**config.mk**
```make
export PLATFORM = sky130hd
export DESIGN_NAME = hex_keypad_scanner_flat
export DESIGN_NICKNAME = d
export VERILOG_FILES = /design/src/rtl/hex_keypad_if.sv /design/src/rtl/hex_keypad_scanner.sv /design/src/flat_wrapper.sv
export SDC_FILE = /design/constraint.sdc
export NUM_CORES = 1
export LEC_CHECK = 0
export ABC_AREA = 1
export CORE_ASPECT_RATIO = 1.25
export CORE_MARGIN = 2
export CORE_UTILIZATION = 40
export CTS_BUF_LIST = sky130_fd_sc_hd__clkbuf_2 sky130_fd_sc_hd__clkbuf_4 sky130_fd_sc_hd__clkbuf_8
export CTS_CLUSTER_DIAMETER = 120
export DETAILED_ROUTE_END_ITERATION = 8
export PLACE_DENSITY = 0.57
export SYNTH_ARGS = -nofsm -noshare
export SYNTH_HDL_FRONTEND = slang
export SYNTH_SLANG_ARGS = --single-unit
```
**constraint.sdc**
```tcl
create_clock -name clk -period 6.1 [get_ports clk]
set_input_delay 1.22 -clock clk [delete_from_list [all_inputs] [get_ports clk]]
set_output_delay 1.22 -clock clk [all_outputs]
set_load 0.01 [all_outputs]
```
**src/rtl/hex_keypad_if.sv**
```systemverilog
// Keypad scanner signal bundle: matrix drive/sense plus the decoded key and entry register.
// The master side is the scanner itself; the slave side is the keypad plus whoever consumes the keys.
interface hex_keypad_if #(
  parameter int DW = 32
) ();
  logic [3:0]    col_o;
  logic [3:0]    row_i;
  logic          clear_i;
  logic [3:0]    key_o;
  logic          key_valid_o;
  logic          key_held_o;
  logic [DW-1:0] data_o;

  modport master (
    output col_o, key_o, key_valid_o, key_held_o, data_o,
    input  row_i, clear_i
  );

  modport slave (
    input  col_o, key_o, key_valid_o, key_held_o, data_o,
    output row_i, clear_i
  );
endinterface

```
**src/rtl/hex_keypad_scanner.sv**
```systemverilog
// 4x4 hex keypad scanner: one column driven low at a time, full-scan debounce,
// accepted keys shifted as hex nibbles into a DW-bit entry register.
module hex_keypad_scanner #(
  parameter int DW             = 32,
  parameter int SCAN_DIV       = 100000,
  parameter int DEBOUNCE_SCANS = 4
) (
  input logic         clk,
  input logic         rst_ni,
  hex_keypad_if.master kp
);
  localparam int DIV_W = $clog2(SCAN_DIV);
  localparam int CNT_W = $clog2(DEBOUNCE_SCANS + 1);

  typedef enum logic [1:0] {IDLE, DEBOUNCE, PRESSED, RELEASE} state_t;

  function automatic logic [3:0] key_code(input logic [1:0] row, input logic [1:0] col);
    case ({row, col})
      4'd0:  key_code = 4'h1;  4'd1:  key_code = 4'h2;
      4'd2:  key_code = 4'h3;  4'd3:  key_code = 4'hA;
      4'd4:  key_code = 4'h4;  4'd5:  key_code = 4'h5;
      4'd6:  key_code = 4'h6;  4'd7:  key_code = 4'hB;
      4'd8:  key_code = 4'h7;  4'd9:  key_code = 4'h8;
      4'd10: key_code = 4'h9;  4'd11: key_code = 4'hC;
      4'd12: key_code = 4'hE;  4'd13: key_code = 4'h0;
      4'd14: key_code = 4'hF;  default: key_code = 4'hD;
    endcase
  endfunction

  logic [3:0]       row_meta, row_sync;
  logic [DIV_W-1:0] div_q;
  logic [1:0]       col_idx;
  logic [3:0]       col_q;
  logic [1:0]       acc_hits;   // saturates at 2: anything above one hit is MULTI
  logic [3:0]       acc_code;
  state_t           state_q;
  logic [3:0]       cand_q;
  logic [CNT_W-1:0] cnt_q;
  logic [3:0]       key_q;
  logic             valid_q, held_q;
  logic [DW-1:0]    data_q;

  logic             sample, scan_done, res_none, res_single, accept;
  logic [3:0]       col_lows, res_code;
  logic [2:0]       col_hits, total_hits;
  logic [1:0]       col_row;

  always_comb begin
    // NOTE: every combinational output gets a default first so no path can infer a latch.
    col_hits = '0;
    col_row  = '0;
    col_lows = ~row_sync;
    for (int r = 3; r >= 0; r--) begin
      col_hits = col_hits + 3'(col_lows[r]);
      if (col_lows[r]) col_row = 2'(r);
    end
    sample     = (div_q == DIV_W'(SCAN_DIV - 1));
    scan_done  = sample && (col_idx == 2'd3);
    total_hits = {1'b0, acc_hits} + col_hits;
    res_none   = (total_hits == 3'd0);
    res_single = (total_hits == 3'd1);
    res_code   = (acc_hits != 2'd0) ? acc_code : key_code(col_row, col_idx);
    accept     = scan_done && (state_q == DEBOUNCE) && res_single && (res_code == cand_q)
                 && (cnt_q == CNT_W'(DEBOUNCE_SCANS - 1));
  end

  // Synchronizer, column divider and per-scan hit accumulator.
  always_ff @(posedge clk or negedge rst_ni) begin
    // NOTE: sequential state uses non-blocking assignments so every flop sees pre-edge values.
    if (!rst_ni) begin
      row_meta <= '1;
      row_sync <= '1;
      div_q    <= '0;
      col_idx  <= '0;
      col_q    <= 4'b1110;
      acc_hits <= '0;
      acc_code <= '0;
    end else begin
      row_meta <= kp.row_i;
      row_sync <= row_meta;
      if (sample) begin
        div_q   <= '0;
        col_idx <= col_idx + 2'd1;
        col_q   <= {col_q[2:0], col_q[3]};
        if (col_idx == 2'd3) begin
          acc_hits <= '0;
          acc_code <= '0;
        end else begin
          acc_hits <= (total_hits >= 3'd2) ? 2'd2 : total_hits[1:0];
          if (acc_hits == 2'd0) acc_code <= key_code(col_row, col_idx);
        end
      end else begin
        div_q <= div_q + DIV_W'(1);
      end
    end
  end

  // Debounce FSM with registered key outputs and entry register.
  always_ff @(posedge clk or negedge rst_ni) begin
    if (!rst_ni) begin
      state_q <= IDLE;
      cand_q  <= '0;
      cnt_q   <= '0;
      key_q   <= '0;
      valid_q <= 1'b0;
      held_q  <= 1'b0;
      data_q  <= '0;
    end else begin
      valid_q <= 1'b0;
      if (scan_done) begin
        case (state_q)
          IDLE: if (res_single) begin
            state_q <= DEBOUNCE;
            cand_q  <= res_code;
            cnt_q   <= CNT_W'(1);
          end
          DEBOUNCE: begin
            if (accept) begin
              state_q <= PRESSED;
              key_q   <= cand_q;
              valid_q <= 1'b1;
              held_q  <= 1'b1;
            end else if (res_single && res_code == cand_q) begin
              cnt_q <= cnt_q + CNT_W'(1);
            end else begin
              state_q <= IDLE;
            end
          end
          PRESSED: if (res_none) begin
            state_q <= RELEASE;
            cnt_q   <= CNT_W'(1);
          end
          RELEASE: begin
            if (!res_none) begin
              state_q <= PRESSED;
            end else if (cnt_q == CNT_W'(DEBOUNCE_SCANS - 1)) begin
              state_q <= IDLE;
              held_q  <= 1'b0;
            end else begin
              cnt_q <= cnt_q + CNT_W'(1);
            end
          end
          default: state_q <= IDLE;
        endcase
      end
      if (accept) begin
        data_q <= kp.clear_i ? {{(DW-4){1'b0}}, cand_q} : {data_q[DW-5:0], cand_q};
      end else if (kp.clear_i) begin
        data_q <= '0;
      end
    end
  end

  assign kp.col_o       = col_q;
  assign kp.key_o       = key_q;
  assign kp.key_valid_o = valid_q;
  assign kp.key_held_o  = held_q;
  assign kp.data_o      = data_q;
endmodule

```
**src/flat_wrapper.sv**
```systemverilog
// flat-port wrapper written by rule: the top's interface ports become plain ports
module hex_keypad_scanner_flat 
#(
  parameter int DW             = 32,
  parameter int SCAN_DIV       = 100000,
  parameter int DEBOUNCE_SCANS = 4
)
  (clk, rst_ni, kp_col_o, kp_key_o, kp_key_valid_o, kp_key_held_o, kp_data_o, kp_row_i, kp_clear_i);
  hex_keypad_if #(.DW(DW)) kp_i ();
  input logic clk;
  input logic rst_ni;
  output wire logic [$bits(kp_i.col_o)-1:0] kp_col_o;
  output wire logic [$bits(kp_i.key_o)-1:0] kp_key_o;
  output wire logic [$bits(kp_i.key_valid_o)-1:0] kp_key_valid_o;
  output wire logic [$bits(kp_i.key_held_o)-1:0] kp_key_held_o;
  output wire logic [$bits(kp_i.data_o)-1:0] kp_data_o;
  input wire logic [$bits(kp_i.row_i)-1:0] kp_row_i;
  input wire logic [$bits(kp_i.clear_i)-1:0] kp_clear_i;
  assign kp_col_o = kp_i.col_o;
  assign kp_key_o = kp_i.key_o;
  assign kp_key_valid_o = kp_i.key_valid_o;
  assign kp_key_held_o = kp_i.key_held_o;
  assign kp_data_o = kp_i.data_o;
  assign kp_i.row_i = kp_row_i;
  assign kp_i.clear_i = kp_clear_i;
  hex_keypad_scanner #(.DW(DW), .SCAN_DIV(SCAN_DIV), .DEBOUNCE_SCANS(DEBOUNCE_SCANS)) u_core (.clk(clk), .rst_ni(rst_ni), .kp(kp_i));
endmodule
```
# ---- Word-level counts from Yosys, hierarchy flattened
# Memory sizes are Yosys's and may differ from the RTL's.
# Cells that the tools add are included.
dict set report word_totals {
  reg_bits 84
  romBits 128
  input_bits 7
  out_inout_bits 42
  wordCells 96
  mem_count 2
}
dict set report classes {
  n_addsub 7
  n_lt_le_gt_ge 1
  n_eq_ne 18
  n_mux 34
  bitwise 1
  n_reduce_logical 19
}
# name words width rd rd_ports_with_merged_regs wr line
set memory_table {}
lappend memory_table {{(no name shown)} 16 4 1 0 0 hex_keypad_scanner.sv:18} ;# case ({row, col})
lappend memory_table {{(no name shown)} 16 4 1 0 0 hex_keypad_scanner.sv:18}
# operator count
set op_table {}
lappend op_table {{32-bit 2-to-1 mux} 3}
lappend op_table {{2-bit 2-to-1 mux} 12}
lappend op_table {{3-bit 2-to-1 mux} 6}
lappend op_table {{17-bit by 1-bit adder with 17-bit output (second input constant)} 1}
lappend op_table {{17-bit equality test (second input constant)} 1}
lappend op_table {{17-bit 2-to-1 mux} 1}
lappend op_table {{4-bit 2-to-1 mux} 3}
lappend op_table {{3-bit one-hot mux with 4 select lines} 1}
lappend op_table {{2-bit by 1-bit != test with 1-bit output (second input constant)} 5}
lappend op_table {{5-bit AND reduction} 2}
lappend op_table {{2-bit one-hot mux with 4 select lines} 1}
lappend op_table {{2-bit nonzero test} 4}
lappend op_table {{7-bit AND reduction} 1}
lappend op_table {{3-bit by 1-bit adder with 3-bit output} 2}
lappend op_table {{2-bit equality test (second input constant)} 3}
lappend op_table {{1-bit logical AND} 6}
lappend op_table {{1-bit 2-to-1 mux} 6}
lappend op_table {{2-bit != test (second input constant)} 3}
lappend op_table {{3-bit AND reduction} 2}
lappend op_table {{4-bit equality test} 1}
lappend op_table {{2-bit logical NOT} 2}
lappend op_table {{4-bit NOT} 1}
lappend op_table {{2-bit by 3-bit adder with 3-bit output} 1}
lappend op_table {{3-bit by 1-bit adder with 3-bit output (second input constant)} 1}
lappend op_table {{11 further kinds} 11}

# ---- Logic depth before layout (Yosys ltp)
# An unclocked memory read counts as a cell.
dict set report logic_depth {
  word_depth 13
  ltp_mapped 19
  mapped_depth_nobuf 19
}

# ---- Least setup slack after synthesis
# OpenSTA, ideal clock, no wires.
dict set report synth_timing {
  path_kind {register to register}
  start {reg u_core.row_sync[2]}
  end {reg u_core.cnt_q[0]}
  setup_ps 117
  arrival_time_ps 3130
  t_required_ps 5983
  setup_slack_ps 2854
  path_stages_with_launch 19
  n_path_buf 1
  synth_period_minus_slack_ps 3246
  path_cell_list {dfstp_2 inv_1 ha_1 fa_1 ha_1 inv_1 fa_1 and2_1 o21a_1 nand2_1 inv_1 nand3_1 nor2_4 nand3_4 nor2_4 inv_2 buf_6 nand3_1 nand2_1}
}
dict set report synth_between {
  elab_chain_len 11
  word_cells_on_any_way 23
  cone_classes {4 x add/sub; 7 x eq/ne; 4 x mux; 1 x bitwise; 6 x reduce/logical; 1 x memory}
}
# item line
set synth_lines {}
lappend synth_lines {{start: declaration} hex_keypad_scanner.sv:30} ;# logic [3:0] row_meta, row_sync;
lappend synth_lines {{start signal: assignment} hex_keypad_scanner.sv:80} ;# row_sync <= row_meta;
lappend synth_lines {{4-bit NOT *} hex_keypad_scanner.sv:52} ;# col_lows = ~row_sync;
lappend synth_lines {{1-bit by 1-bit adder with 2-bit output / 2-bit 2-to-1 mux (equally long branches)} {hex_keypad_scanner.sv:54, hex_keypad_scanner.sv:55}}
lappend synth_lines {{3-bit by 1-bit adder with 3-bit output / 2-bit 2-to-1 mux (equally long branches) (2 in a row)} {hex_keypad_scanner.sv:54, hex_keypad_scanner.sv:55}}
lappend synth_lines {{2-bit by 3-bit adder with 3-bit output / memory read 16 x 4 bit (equally long branches)} -}
lappend synth_lines {{3-bit by 1-bit equality test with 1-bit output / 4-bit 2-to-1 mux (equally long branches)} {hex_keypad_scanner.sv:61, hex_keypad_scanner.sv:62}}
lappend synth_lines {{1-bit logical AND / 4-bit equality test (equally long branches)} {hex_keypad_scanner.sv:63, hex_keypad_scanner.sv:123}}
lappend synth_lines {{1-bit logical AND} hex_keypad_scanner.sv:63} ;# accept = scan_done && (state_q == DEBOUNCE) && res_single && (res_code == cand_q)
lappend synth_lines {{1-bit logical AND} hex_keypad_scanner.sv:64} ;# && (cnt_q == CNT_W'(DEBOUNCE_SCANS - 1));
lappend synth_lines {{2-bit != test (no line)} -}
lappend synth_lines {{7-bit AND reduction (no line) *} -}
lappend synth_lines {{end signal: assignment} hex_keypad_scanner.sv:124} ;# cnt_q <= cnt_q + CNT_W'(1);
lappend synth_lines {{end signal: assignment} hex_keypad_scanner.sv:140} ;# cnt_q <= cnt_q + CNT_W'(1);
lappend synth_lines {{end: declaration} hex_keypad_scanner.sv:38} ;# logic [CNT_W-1:0] cnt_q;
# Every way passes the cells marked *; elsewhere a longest branch is shown, timed or not.
# A chain may end at the register's enable or synchronous reset.

# ---- Worst setup path after layout
dict set report layout_timing {
  start {reg u_core.row_sync[2]}
  end {reg u_core.data_q[21], in the netlist u_core.kp.data_o[21]}
}
dict set report layout_between {
  elab_chain_len 10
  word_cells_on_any_way 17
  cone_classes {4 x add/sub; 2 x eq/ne; 5 x mux; 1 x bitwise; 4 x reduce/logical; 1 x memory}
}
# item line
set layout_lines {}
lappend layout_lines {{4-bit NOT *} hex_keypad_scanner.sv:52}
lappend layout_lines {{1-bit by 1-bit adder with 2-bit output / 2-bit 2-to-1 mux (equally long branches)} {hex_keypad_scanner.sv:54, hex_keypad_scanner.sv:55}}
lappend layout_lines {{3-bit by 1-bit adder with 3-bit output / 2-bit 2-to-1 mux (equally long branches) (2 in a row)} {hex_keypad_scanner.sv:54, hex_keypad_scanner.sv:55}}
lappend layout_lines {{2-bit by 3-bit adder with 3-bit output / memory read 16 x 4 bit (equally long branches)} -}
lappend layout_lines {{3-bit by 1-bit equality test with 1-bit output / 4-bit 2-to-1 mux (equally long branches)} {hex_keypad_scanner.sv:61, hex_keypad_scanner.sv:62}}
lappend layout_lines {{1-bit logical AND / 4-bit equality test (equally long branches)} hex_keypad_scanner.sv:63}
lappend layout_lines {{1-bit logical AND *} hex_keypad_scanner.sv:63}
lappend layout_lines {{1-bit logical AND *} hex_keypad_scanner.sv:64}
lappend layout_lines {{32-bit 2-to-1 mux / 2-bit nonzero test (equally long branches)} -}
lappend layout_lines {{end signal: assignment} hex_keypad_scanner.sv:147} ;# data_q <= kp.clear_i ? {{(DW-4){1'b0}}, cand_q} : {data_q[DW-5:0], cand_q};
lappend layout_lines {{end: declaration} hex_keypad_scanner.sv:41} ;# logic [DW-1:0] data_q;
# Marked as above.

==> reports/results.txt <==
CTS tree = yes
I/O pin total = 49
crit path time final = 3640 ps
Arr. time, crit path = 3940 ps
Crit path top cell by count = inv_1
GPL Wtd Cong = 0.814
Vias per Instance = 4.91
Placed Area = 4790 um^2
Syn Area/Cell = 8.57 um^2
pin count of the biggest net entering global routing = 85
WL/cell = 12.7 um
CORE AREA = 10,500 um^2
Post-synth EDFFs = 0
leak pwr = 2.44 nW
worst hold path cell count = 0
synth unique cells = 39
via count = 3,339
period utilization = 59.6%
Seq/Total Area, Yosys = 49.9%
Final Max Tran Viols = 0
final hold vios = 0
initial antenna violation count = 0
slowest CP cell = dfstp_2
total track usage = 16.7%
reg-to-reg slack, setup = 2460 ps
reg2reg path depth = 16
crit-path max cell delay = 550 ps
Num Clock Sinks = 84
Setup crit end kind = flop
hold endpoint = u_core.row_sync[3]
yosys warns = 0
ant diodes = 0
worst-path fanout max = 24
PortBufs = 48
postcts setup bufs = 0
Fillers = 1,033
Residual DRC = 0
first-pass iteration count of the detailed router = 4
Non-Filler Instances = 680
first-pass GRT wire length = 15,100 um
Starting Density = 40.6%
setup_tns = 0 ps
dpl cells = 664
Tightest Pin Transition = 1050 ps
Hold Buf Count CTS = 0
Max IR drop VDD = 98.6 uV
RSZ-0062 raised after global routing = false
CTS Buffer Depth = 2
CTS buffer count = 9
total gr overflow = 0
CTS root buf = clkbuf_8
most frequent cells in the layout = 141 x nand2_1, 73 x dfrtp_1, 57 x inv_1, 54 x nand3_1, 47 x clkdlybuf4s50_1
Die Ht = 119 um
synthesized instance count = 495
H-tree depth = 3
remaining antenna violation count = 0
synthesis-to-layout area growth = 17.4%
share of cells above drive strength 1 = 12.8%
Worst R2R End = u_core.kp.data_o[21]
status = finished, final reports clean
Main synth FF type = dfrtp_1
critical path required time = 6410 ps
Power Density = 202 nW/um^2
CP Launch Type = flop
critical path cell sequence = inv_1, ha_1, fa_1, ha_1, inv_1, fa_1, and2_1, o21a_1, nand2_1, inv_1, nand3_1, nor2_4, nand3_4, nor2_4, nand3_1, nand2_1
fin nets = 564
post-layout util = 47.6%
hold_sp = u_core.row_meta[3]
Clock Skew = 15.6 ps
Finished Cell Area = 4980 um^2
commonest non-fill, non-tap cell in the layout = nand2_1
share of synthesized registers carrying an async set or reset = 100%
Setup violations, final = 0
Die Area = 11,500 um^2
synthesized area = 4240 um^2
Max Freq = 0.275 GHz
die width = 96.1 um
Clk pin slew, worst setup/hold paths = 90 ps
Std-Cell Rows = 42
post-CTS sizing = 0
WL final = 8620 um
worst skew pair latency = 370 ps
MaxCap Viol Count = 0
worst r2r src = u_core.row_sync[2]
worst rel slew slack = 30.0%
drt initial violations = 143
flops & latches, synth = 84
HP Class = reg2reg
vias in the first global route = 3,266
syn nets = 516
CP Class = reg2reg
post-DP HPWL = 6280 um
-- how the worst max path moves through the flow --
stage	slack [ps]	startpoint	end	cells after the start
after global placement	2580	u_core.row_sync[2]	u_core.kp.data_o[7]	16
after CTS	2440	u_core.row_sync[2]	u_core.kp.data_o[21]	16
final	2460	u_core.row_sync[2]	u_core.kp.data_o[21]	16
after floorplan	2850	u_core.row_sync[2]	u_core.cnt_q[0]	18
after detailed placement	2470	u_core.row_sync[2]	u_core.kp.data_o[21]	16
after global routing	2140	u_core.row_sync[2]	u_core.kp.data_o[23]	17
-- through the flow --
stage	hold WS, ps	setup slack [ps]	total power [W]
2_1_floorplan	345	2850	0.000612
3_3_place_gp	345	2580	0.000631
3_5_place_dp	348	2470	0.000633
4_1_cts	361	2440	0.00102
5_1_grt	367	2140	0.00105
6_report	359	2460	0.00100
-- cell usage after synthesis (2+ instances only) --
cell type	number	area share [%]
nand3_2	8	1.9
nor2_1	32	2.8
ha_1	12	3.5
o21ai_1	2	0.24
nand2_1	141	12
xor2_1	3	0.62
inv_2	4	0.35
buf_2	2	0.24
dfstp_2	11	6.8
o31ai_1	2	0.35
a21oi_1	8	0.94
buf_6	6	1.6
dfrtp_1	73	43
nor3_1	6	0.71
or2_2	4	0.59
nand3_1	54	6.4
nor4_1	5	0.74
nor2_4	6	1.6
o21ai_2	6	1.2
nand4_1	9	1.3
clkbuf_1	2	0.18
fa_1	2	0.94
nand2_2	8	1.2
and2_1	2	0.29
inv_1	57	5.0
nand3b_1	2	0.35
o21ai_0	16	1.9
-- sequential cells by signal (all words and copies together) (netlist names) --
| signal | cells |
|---|---|
| u_core.kp.data_o | 32 |
| u_core.div_q | 17 |
| u_core.acc_code | 4 |
| u_core.cand_q | 4 |
| u_core.kp.col_o | 4 |
| u_core.kp.key_o | 4 |
| u_core.row_meta | 4 |
| u_core.row_sync | 4 |
| u_core.cnt_q | 3 |
| u_core.acc_hits | 2 |
| u_core.col_idx | 2 |
| u_core.state_q | 2 |
| u_core.kp.key_held_o | 1 |
| u_core.kp.key_valid_o | 1 |
-- layer usage --
layer  vias to the layer above  GRT usage (%)  share of wire (%)
met5                         -              0                  0
met3                        12           2.21                3.6
met4                         0           7.50                2.1
met2                        61           27.4                 49
met1                      1579           21.5                 45
li1                       1687              -                  -
-- kinds of logic after synthesis --
kind of cell	after synthesis	synth area share [%]
flip-flops	84	49.9
buffers and inverters	73	7.70
AND/OR/NAND/NOR	280	31.3
adder cells (fa/ha/maj)	14	4.48
multiplexers	1	0.265
AO/OA/AOI/OAI	40	5.78
XOR/XNOR	3	0.619
-- layout make-up --
class	instances	area [um^2]	share of cell area [%]
Clock buffer	9	124	2.49
Clock inverter	7	63.8	1.28
Inverter	62	234	4.70
Multi-Input combinational cell	338	1800	36.1
Sequential cell	84	2120	42.5
Tap cell	132	165	3.32
Timing Repair Buffer	48	478	9.60
-- critical path: cells and delay by family (launching register included) --
family	cells	cell delay, ps
AOI/OAI and AO/OA	1	160
adders and majority gates	4	1370
buffers and inverters	3	170
DFF	1	550
and+or+nand+nor	8	1310
-- power by group --
part           switching (W)  leakage, nW  internal, W
clock               0.000226       0.0907     0.000158
sequential        0.00000186         1.12     0.000561
combinational      0.0000404         1.22    0.0000168
(Power assumes the default switching activity.)
